`config.mk`:
```
export PLATFORM = sky130hd
export DESIGN_NAME = key_repeat_flat
export DESIGN_NICKNAME = d
export VERILOG_FILES = /design/src/rtl/key_repeat_if.sv /design/src/rtl/key_repeat.sv /design/src/flat_wrapper.sv
export SDC_FILE = /design/constraint.sdc
export NUM_CORES = 1
export LEC_CHECK = 0
export CAP_MARGIN = 20
export CORE_MARGIN = 8
export CORE_UTILIZATION = 47
export CTS_CLUSTER_DIAMETER = 40
export CTS_CLUSTER_SIZE = 8
export DETAILED_ROUTE_END_ITERATION = 8
export GPL_ROUTABILITY_DRIVEN = 1
export GPL_TIMING_DRIVEN = 0
export HOLD_SLACK_MARGIN = 0.15
export PLACE_DENSITY_LB_ADDON = 0.25
export SETUP_SLACK_MARGIN = 0.3
export SLEW_MARGIN = 5
export SYNTH_ARGS = -nofsm -noshare
export SYNTH_HDL_FRONTEND = slang
export SYNTH_SLANG_ARGS = --single-unit
```
`constraint.sdc`:
```
create_clock -name clk -period 2.91 [get_ports clk]
set_clock_uncertainty 0.2 [all_clocks]
set_input_delay 0.7275 -clock clk [delete_from_list [all_inputs] [get_ports clk]]
set_output_delay 0.7275 -clock clk [all_outputs]
set_load 0.02 [all_outputs]
```
`src/rtl/key_repeat_if.sv`:
```
// rtl/key_repeat_if.sv - key event bundle between key synchronizer and game control
interface key_repeat_if;
    logic [19:0] keys;
    logic        strobe;
    logic        en;
    logic        key_valid;
    logic [4:0]  key_code;
    logic        key_rpt;
    logic        key_held;

    // Upstream/stimulus side drives keys and strobe, observes events
    modport master (
        output keys, strobe, en,
        input  key_valid, key_code, key_rpt, key_held
    );

    // Key repeat engine side
    modport slave (
        input  keys, strobe, en,
        output key_valid, key_code, key_rpt, key_held
    );
endinterface

```
`src/rtl/key_repeat.sv`:
```
// rtl/key_repeat.sv - held key to discrete events with delayed auto-repeat
module key_repeat #(
    parameter int DAS   = 10000,
    parameter int ARR   = 2000,
    parameter int CNT_W = 24
) (
    input  logic         clk,
    input  logic         rst,
    key_repeat_if.slave  kr
);
    typedef enum logic [1:0] {
        ST_IDLE   = 2'd0,
        ST_DELAY  = 2'd1,
        ST_REPEAT = 2'd2
    } state_t;

    localparam logic [CNT_W-1:0] DAS_TC = CNT_W'(DAS - 1);
    localparam logic [CNT_W-1:0] ARR_TC = CNT_W'(ARR - 1);

    state_t           state_q, state_d;
    logic [CNT_W-1:0] cnt_q, cnt_d;
    logic             key_valid_q, key_valid_d;
    logic [4:0]       key_code_q, key_code_d;
    logic             key_rpt_q, key_rpt_d;
    logic             key_held_q;
    logic [4:0]       enc;
    logic             any_key;
    logic [CNT_W-1:0] term;

    // Priority encode: highest pressed key wins, 0 when nothing is pressed
    always_comb begin
        enc = 5'd0;
        for (int i = 0; i < 20; i++) begin
            if (kr.keys[i]) begin
                enc = 5'(i);
            end
        end
    end

    assign any_key = |kr.keys;
    assign term    = (state_q == ST_REPEAT) ? ARR_TC : DAS_TC;

    // Next-state and event decision; counter restarts on every state entry and event
    always_comb begin
        state_d     = state_q;
        cnt_d       = cnt_q;
        key_valid_d = 1'b0;
        key_code_d  = key_code_q;
        key_rpt_d   = 1'b0;
        case (state_q)
            ST_IDLE: begin
                cnt_d = '0;
                if (kr.strobe && any_key && kr.en) begin
                    key_valid_d = 1'b1;
                    key_code_d  = enc;
                    state_d     = ST_DELAY;
                end
            end
            ST_DELAY, ST_REPEAT: begin
                if (!kr.en || !any_key) begin
                    state_d = ST_IDLE;
                    cnt_d   = '0;
                end else if (kr.strobe || (enc != key_code_q)) begin
                    // Re-press or priority change restarts the full initial delay
                    key_valid_d = 1'b1;
                    key_code_d  = enc;
                    state_d     = ST_DELAY;
                    cnt_d       = '0;
                end else if (cnt_q == term) begin
                    key_valid_d = 1'b1;
                    key_rpt_d   = 1'b1;
                    state_d     = ST_REPEAT;
                    cnt_d       = '0;
                end else begin
                    cnt_d = cnt_q + 1'b1;
                end
            end
            default: begin
                state_d = ST_IDLE;
                cnt_d   = '0;
            end
        endcase
    end

    // State, counter and registered outputs
    always_ff @(posedge clk) begin
        if (rst) begin
            state_q     <= ST_IDLE;
            cnt_q       <= '0;
            key_valid_q <= 1'b0;
            key_code_q  <= 5'd0;
            key_rpt_q   <= 1'b0;
            key_held_q  <= 1'b0;
        end else begin
            state_q     <= state_d;
            cnt_q       <= cnt_d;
            key_valid_q <= key_valid_d;
            key_code_q  <= key_code_d;
            key_rpt_q   <= key_rpt_d;
            key_held_q  <= (state_d != ST_IDLE);
        end
    end

    assign kr.key_valid = key_valid_q;
    assign kr.key_code  = key_code_q;
    assign kr.key_rpt   = key_rpt_q;
    assign kr.key_held  = key_held_q;
endmodule

```
`src/flat_wrapper.sv`:
```
// flat-port wrapper written by rule: the top's interface ports become plain ports
module key_repeat_flat 
#(
    parameter int DAS   = 10000,
    parameter int ARR   = 2000,
    parameter int CNT_W = 24
)
  (clk, rst, kr_keys, kr_strobe, kr_en, kr_key_valid, kr_key_code, kr_key_rpt, kr_key_held);
  key_repeat_if kr_i ();
  input  logic clk;
  input  logic rst;
  input wire logic [$bits(kr_i.keys)-1:0] kr_keys;
  input wire logic [$bits(kr_i.strobe)-1:0] kr_strobe;
  input wire logic [$bits(kr_i.en)-1:0] kr_en;
  output wire logic [$bits(kr_i.key_valid)-1:0] kr_key_valid;
  output wire logic [$bits(kr_i.key_code)-1:0] kr_key_code;
  output wire logic [$bits(kr_i.key_rpt)-1:0] kr_key_rpt;
  output wire logic [$bits(kr_i.key_held)-1:0] kr_key_held;
  assign kr_i.keys = kr_keys;
  assign kr_i.strobe = kr_strobe;
  assign kr_i.en = kr_en;
  assign kr_key_valid = kr_i.key_valid;
  assign kr_key_code = kr_i.key_code;
  assign kr_key_rpt = kr_i.key_rpt;
  assign kr_key_held = kr_i.key_held;
  key_repeat #(.DAS(DAS), .ARR(ARR), .CNT_W(CNT_W)) u_core (.clk(clk), .rst(rst), .kr(kr_i));
endmodule
```
==> results_dict.tcl <==
set metrics [dict create \
    holdCritPathClass "reg2reg" \
    cts.root.buffer_cell "sky130_fd_sc_hd__clkbuf_8" \
    worst_hold_slack_across_all_endpoints_ns 0.2672 \
    initial_cell_density_of_the_core_pct 47.92 \
    timing.critical_path.to_type "register" \
    antenna-diode-count 0 \
    worst_ep_required_time_ns 2.89 \
    drive_above_1_share_pct 31.49 \
    power.share.combinational_pct 18.0 \
    chipWidth_um 79.17 \
    net_count_after_synthesis 252 \
    internal_power_uw 746.4 \
    worstReg2RegEnd "u_core.state_q[0]$_SDFF_PP0_" \
    place.port_buffers 31 \
    place_congestion 0.8283 \
    critical-path-top-delay-family "simple AND/OR/NAND/NOR gates" \
    worst_skew_pair.late_latency_ns 0.29 \
    critical_path_peak_fanout 5 \
    synth.yosys.warnings 0 \
    cts_tree "yes" \
    finalSetupViolations 0 \
    timing_hold_violations_final 0 \
    synth_area_leader "sky130_fd_sc_hd__dfxtp_1" \
    worstHoldEndpoint "u_core.cnt_q[0]$_SDFF_PP0_" \
    synth-main-ff-cell "sky130_fd_sc_hd__dfxtp_1" \
    power_switching_share_pct 26.81 \
    min_path_cells 1 \
    hpwlAfterDp_mm 3.243 \
    rows 23 \
    worstSetupPathType "in2reg" \
    grt_first_pass_wirelength_mm 8.625 \
    power.density_cell_area_nw_per_um2 369.0 \
    global_route.overflow_total 0 \
    routed_wire_length_per_instance_um 17.24 \
    rsz0062_at_grt "yes" \
    dr.first_iter.drc_count 150 \
    run_status "completed" \
    cts.path.max_buffers 2 \
    crit_path_cell_trace "buf_8, or4_4, buf_6, buf_6, o21bai_4, xnor2_2, nor4_4, o21ai_2, buf_6, nor4_1" \
    yosysSeqAreaShare_pct 36.29 \
    worst-slew-pin-transition_ns 0.4910 \
    avgViaCountPerCell 5.855 \
    syn_area_per_cell_um2 8.373 \
    cp_num_buf_inv 4 \
    maximum_ir_drop_on_the_vdd_rail_mv 0.2725 \
    instances_no_fill 339 \
    seqPwrFrac_pct 47.4 \
    yosysMostFrequentCell "sky130_fd_sc_hd__nor2_1" \
    reg2reg_path_depth 8 \
    hold_buffers 0 \
    finalWirelength_mm 5.845 \
    io_pins 32 \
    period_needed_ns 2.780 \
    synthTopCellsByArea "sky130_fd_sc_hd__dfxtp_1 36%, sky130_fd_sc_hd__nor2_1 7.8%, sky130_fd_sc_hd__xor2_1 7.0%, sky130_fd_sc_hd__xnor2_1 3.7%, sky130_fd_sc_hd__nand3_1 3.2%" \
    total_power_uw 1020 \
    r2r-start "u_core.state_q[0]$_SDFF_PP0_" \
    netlist_area_um2 1876 \
    htree_num_levels 2 \
    hold_start "u_core.cnt_q[0]$_SDFF_PP0_" \
    timing.critical_path.slowest_cell_delay_ns 0.52 \
    die_height_um 79.17 \
    final_net_count 318 \
    tritoncts.num_buffers 5 \
    synthArstFlopShare_pct 0 \
    timing.fmax_mhz 359.7 \
    critical_path_arrival_ns 2.76 \
    area_fraction_of_the_dominant_cell_type_after_synthesis_pct 36.29 \
    via_count 1985 \
    power_leakage_uw 0.001030 \
    fp.coreArea_um2 3914 \
    fp.dieArea_um2 6268 \
    timing.final.max_slew_violations 0 \
    drt-pass1-iter-count 4 \
    grt_pass1_vias 1868 \
    synthTopCellsByCount "39 x sky130_fd_sc_hd__nor2_1, 34 x sky130_fd_sc_hd__dfxtp_1, 15 x sky130_fd_sc_hd__xor2_1, 12 x sky130_fd_sc_hd__nand3_1" \
    dpl_cell_area_um2 2281 \
    yosys_register_bits 34 \
    cts.reportedPaths.clkPinSlew_ns 0.07 \
    postLayoutCellArea_um2 2764 \
    dp_cells 305 \
    yosysUniqueCellTypes 48 \
    finalCritPeriodShare_pct 95.53 \
    critical_path.slowest_cell "sky130_fd_sc_hd__or4_4" \
    gr-usage-all-layers_pct 17.04 \
    synth-edff-count 0 \
    antenna_found_initial 0 \
    drtAntennaViolNets 0 \
    pwr-share-clk_pct 34.6 \
    maxCapViolCount 0 \
    grt_max_degree 11 \
    critPathMostFrequentCell "sky130_fd_sc_hd__buf_6" \
    slew_headroom_pct 67.02 \
    p_sw_uw 273.4 \
    cts_sinks 34 \
    setup.reg_to_reg.worst_slack_ns 0.25 \
    drt_drc_violations_left 0 \
    syn_inst 224 \
    setup.worst_path.start_class "input port" \
    layout-area-overhead-vs-synth_pct 47.36 \
]
==> placed cells by master, fill, tap and decap left out, types with 5 or more instances in the layout <==
cell,instances
sky130_fd_sc_hd__dfxtp_1,34
sky130_fd_sc_hd__buf_6,11
sky130_fd_sc_hd__clkbuf_8,6
sky130_fd_sc_hd__buf_4,22
sky130_fd_sc_hd__nand4_1,6
sky130_fd_sc_hd__inv_1,10
sky130_fd_sc_hd__nor4_1,5
sky130_fd_sc_hd__and3_1,8
sky130_fd_sc_hd__nand3_1,12
sky130_fd_sc_hd__clkbuf_2,5
sky130_fd_sc_hd__nand2_1,10
sky130_fd_sc_hd__nor2_2,7
sky130_fd_sc_hd__a21oi_1,6
sky130_fd_sc_hd__xnor2_1,7
sky130_fd_sc_hd__nor2_1,30
sky130_fd_sc_hd__clkdlybuf4s50_1,15
sky130_fd_sc_hd__xor2_1,15
==> registers in the layout, indices dropped and copies added, names as in the netlist <==
register / flops
u_core.kr.key_rpt: 1
u_core.kr.key_code: 5
u_core.kr.key_valid: 1
u_core.state_q: 2
u_core.kr.key_held: 1
u_core.cnt_q: 24
==> power groups by stage <==
stage	clock (uW)	combinational [uW]	sequential [uW]
global route	382	197	483
floorplan	0	67.9	499
finish	353	184	483
CTS	354	164	482
detailed placement	0	144	492
global placement	0	143	491
==> metal layers <==
metal / vias up / GRT usage [%] / wire length (um)
met5: - / 0 / 0
met4: 0 / 8.519 / 197
met3: 21 / 4.740 / 340
met2: 60 / 29.66 / 2921
met1: 954 / 18.50 / 2385
li1: 950 / - / -
==> per-stage QoR <==
stage | setup TNS (ns) | setup WS (ns) | util (%)
2_1_floorplan | 0 | 0.1784 | -
3_3_place_gp | -15.22 | -0.5909 | 58.28
3_5_place_dp | -14.92 | -0.5643 | 58.28
4_1_cts | 0 | 0.1432 | 66.21
5_1_grt | -0.05200 | -0.05200 | 70.62
6_report | 0 | 0.1302 | 70.62
==> cell type report <==
class | count | area (um2)
Tap cell | 50 | 62.56
Fill cell | 287 | 1150
Clock buffer | 6 | 82.58
Timing Repair Buffer | 58 | 503.0
Multi-Input combinational cell | 177 | 1353
Buffer | 4 | 45.04
Inverter | 10 | 37.54
Sequential cell | 34 | 680.7
==> worst max path at each step <==
stage                                                to  cells past startpoint        start
after floorplan             u_core.cnt_q[10]$_SDFF_PP0_                      9  kr_keys[19]
after global routing         u_core.cnt_q[9]$_SDFF_PP0_                     10  kr_keys[16]
after detailed placement    u_core.cnt_q[16]$_SDFF_PP0_                     11  kr_keys[19]
after CTS                 u_core.kr.key_held$_SDFF_PP0_                     10  kr_keys[17]
final                        u_core.cnt_q[9]$_SDFF_PP0_                     10  kr_keys[16]
after global placement      u_core.cnt_q[16]$_SDFF_PP0_                     11  kr_keys[19]
==> logic make-up (layout without fill, tap and decap cells) <==
logic type,Yosys count,in the layout,synth area share (%)
AO/OA/AOI/OAI,36,37,14.41
XOR/XNOR,23,23,10.74
adder cells (fa/ha/maj),4,4,2.669
buffers and inverters,14,78,3.536
flip-flops,34,34,36.29
multiplexers,2,2,1.134
AND/OR/NAND/NOR,111,111,31.22
==> what timing repair did <==
action / CTS / global route
setup endpoints to repair: 34 / 29
resized for setup: 71 / 31
cloned: 3 / 0
pin swaps: 25 / 21
setup buffers: 10 / 15
Power figures use the tool's default switching activity.
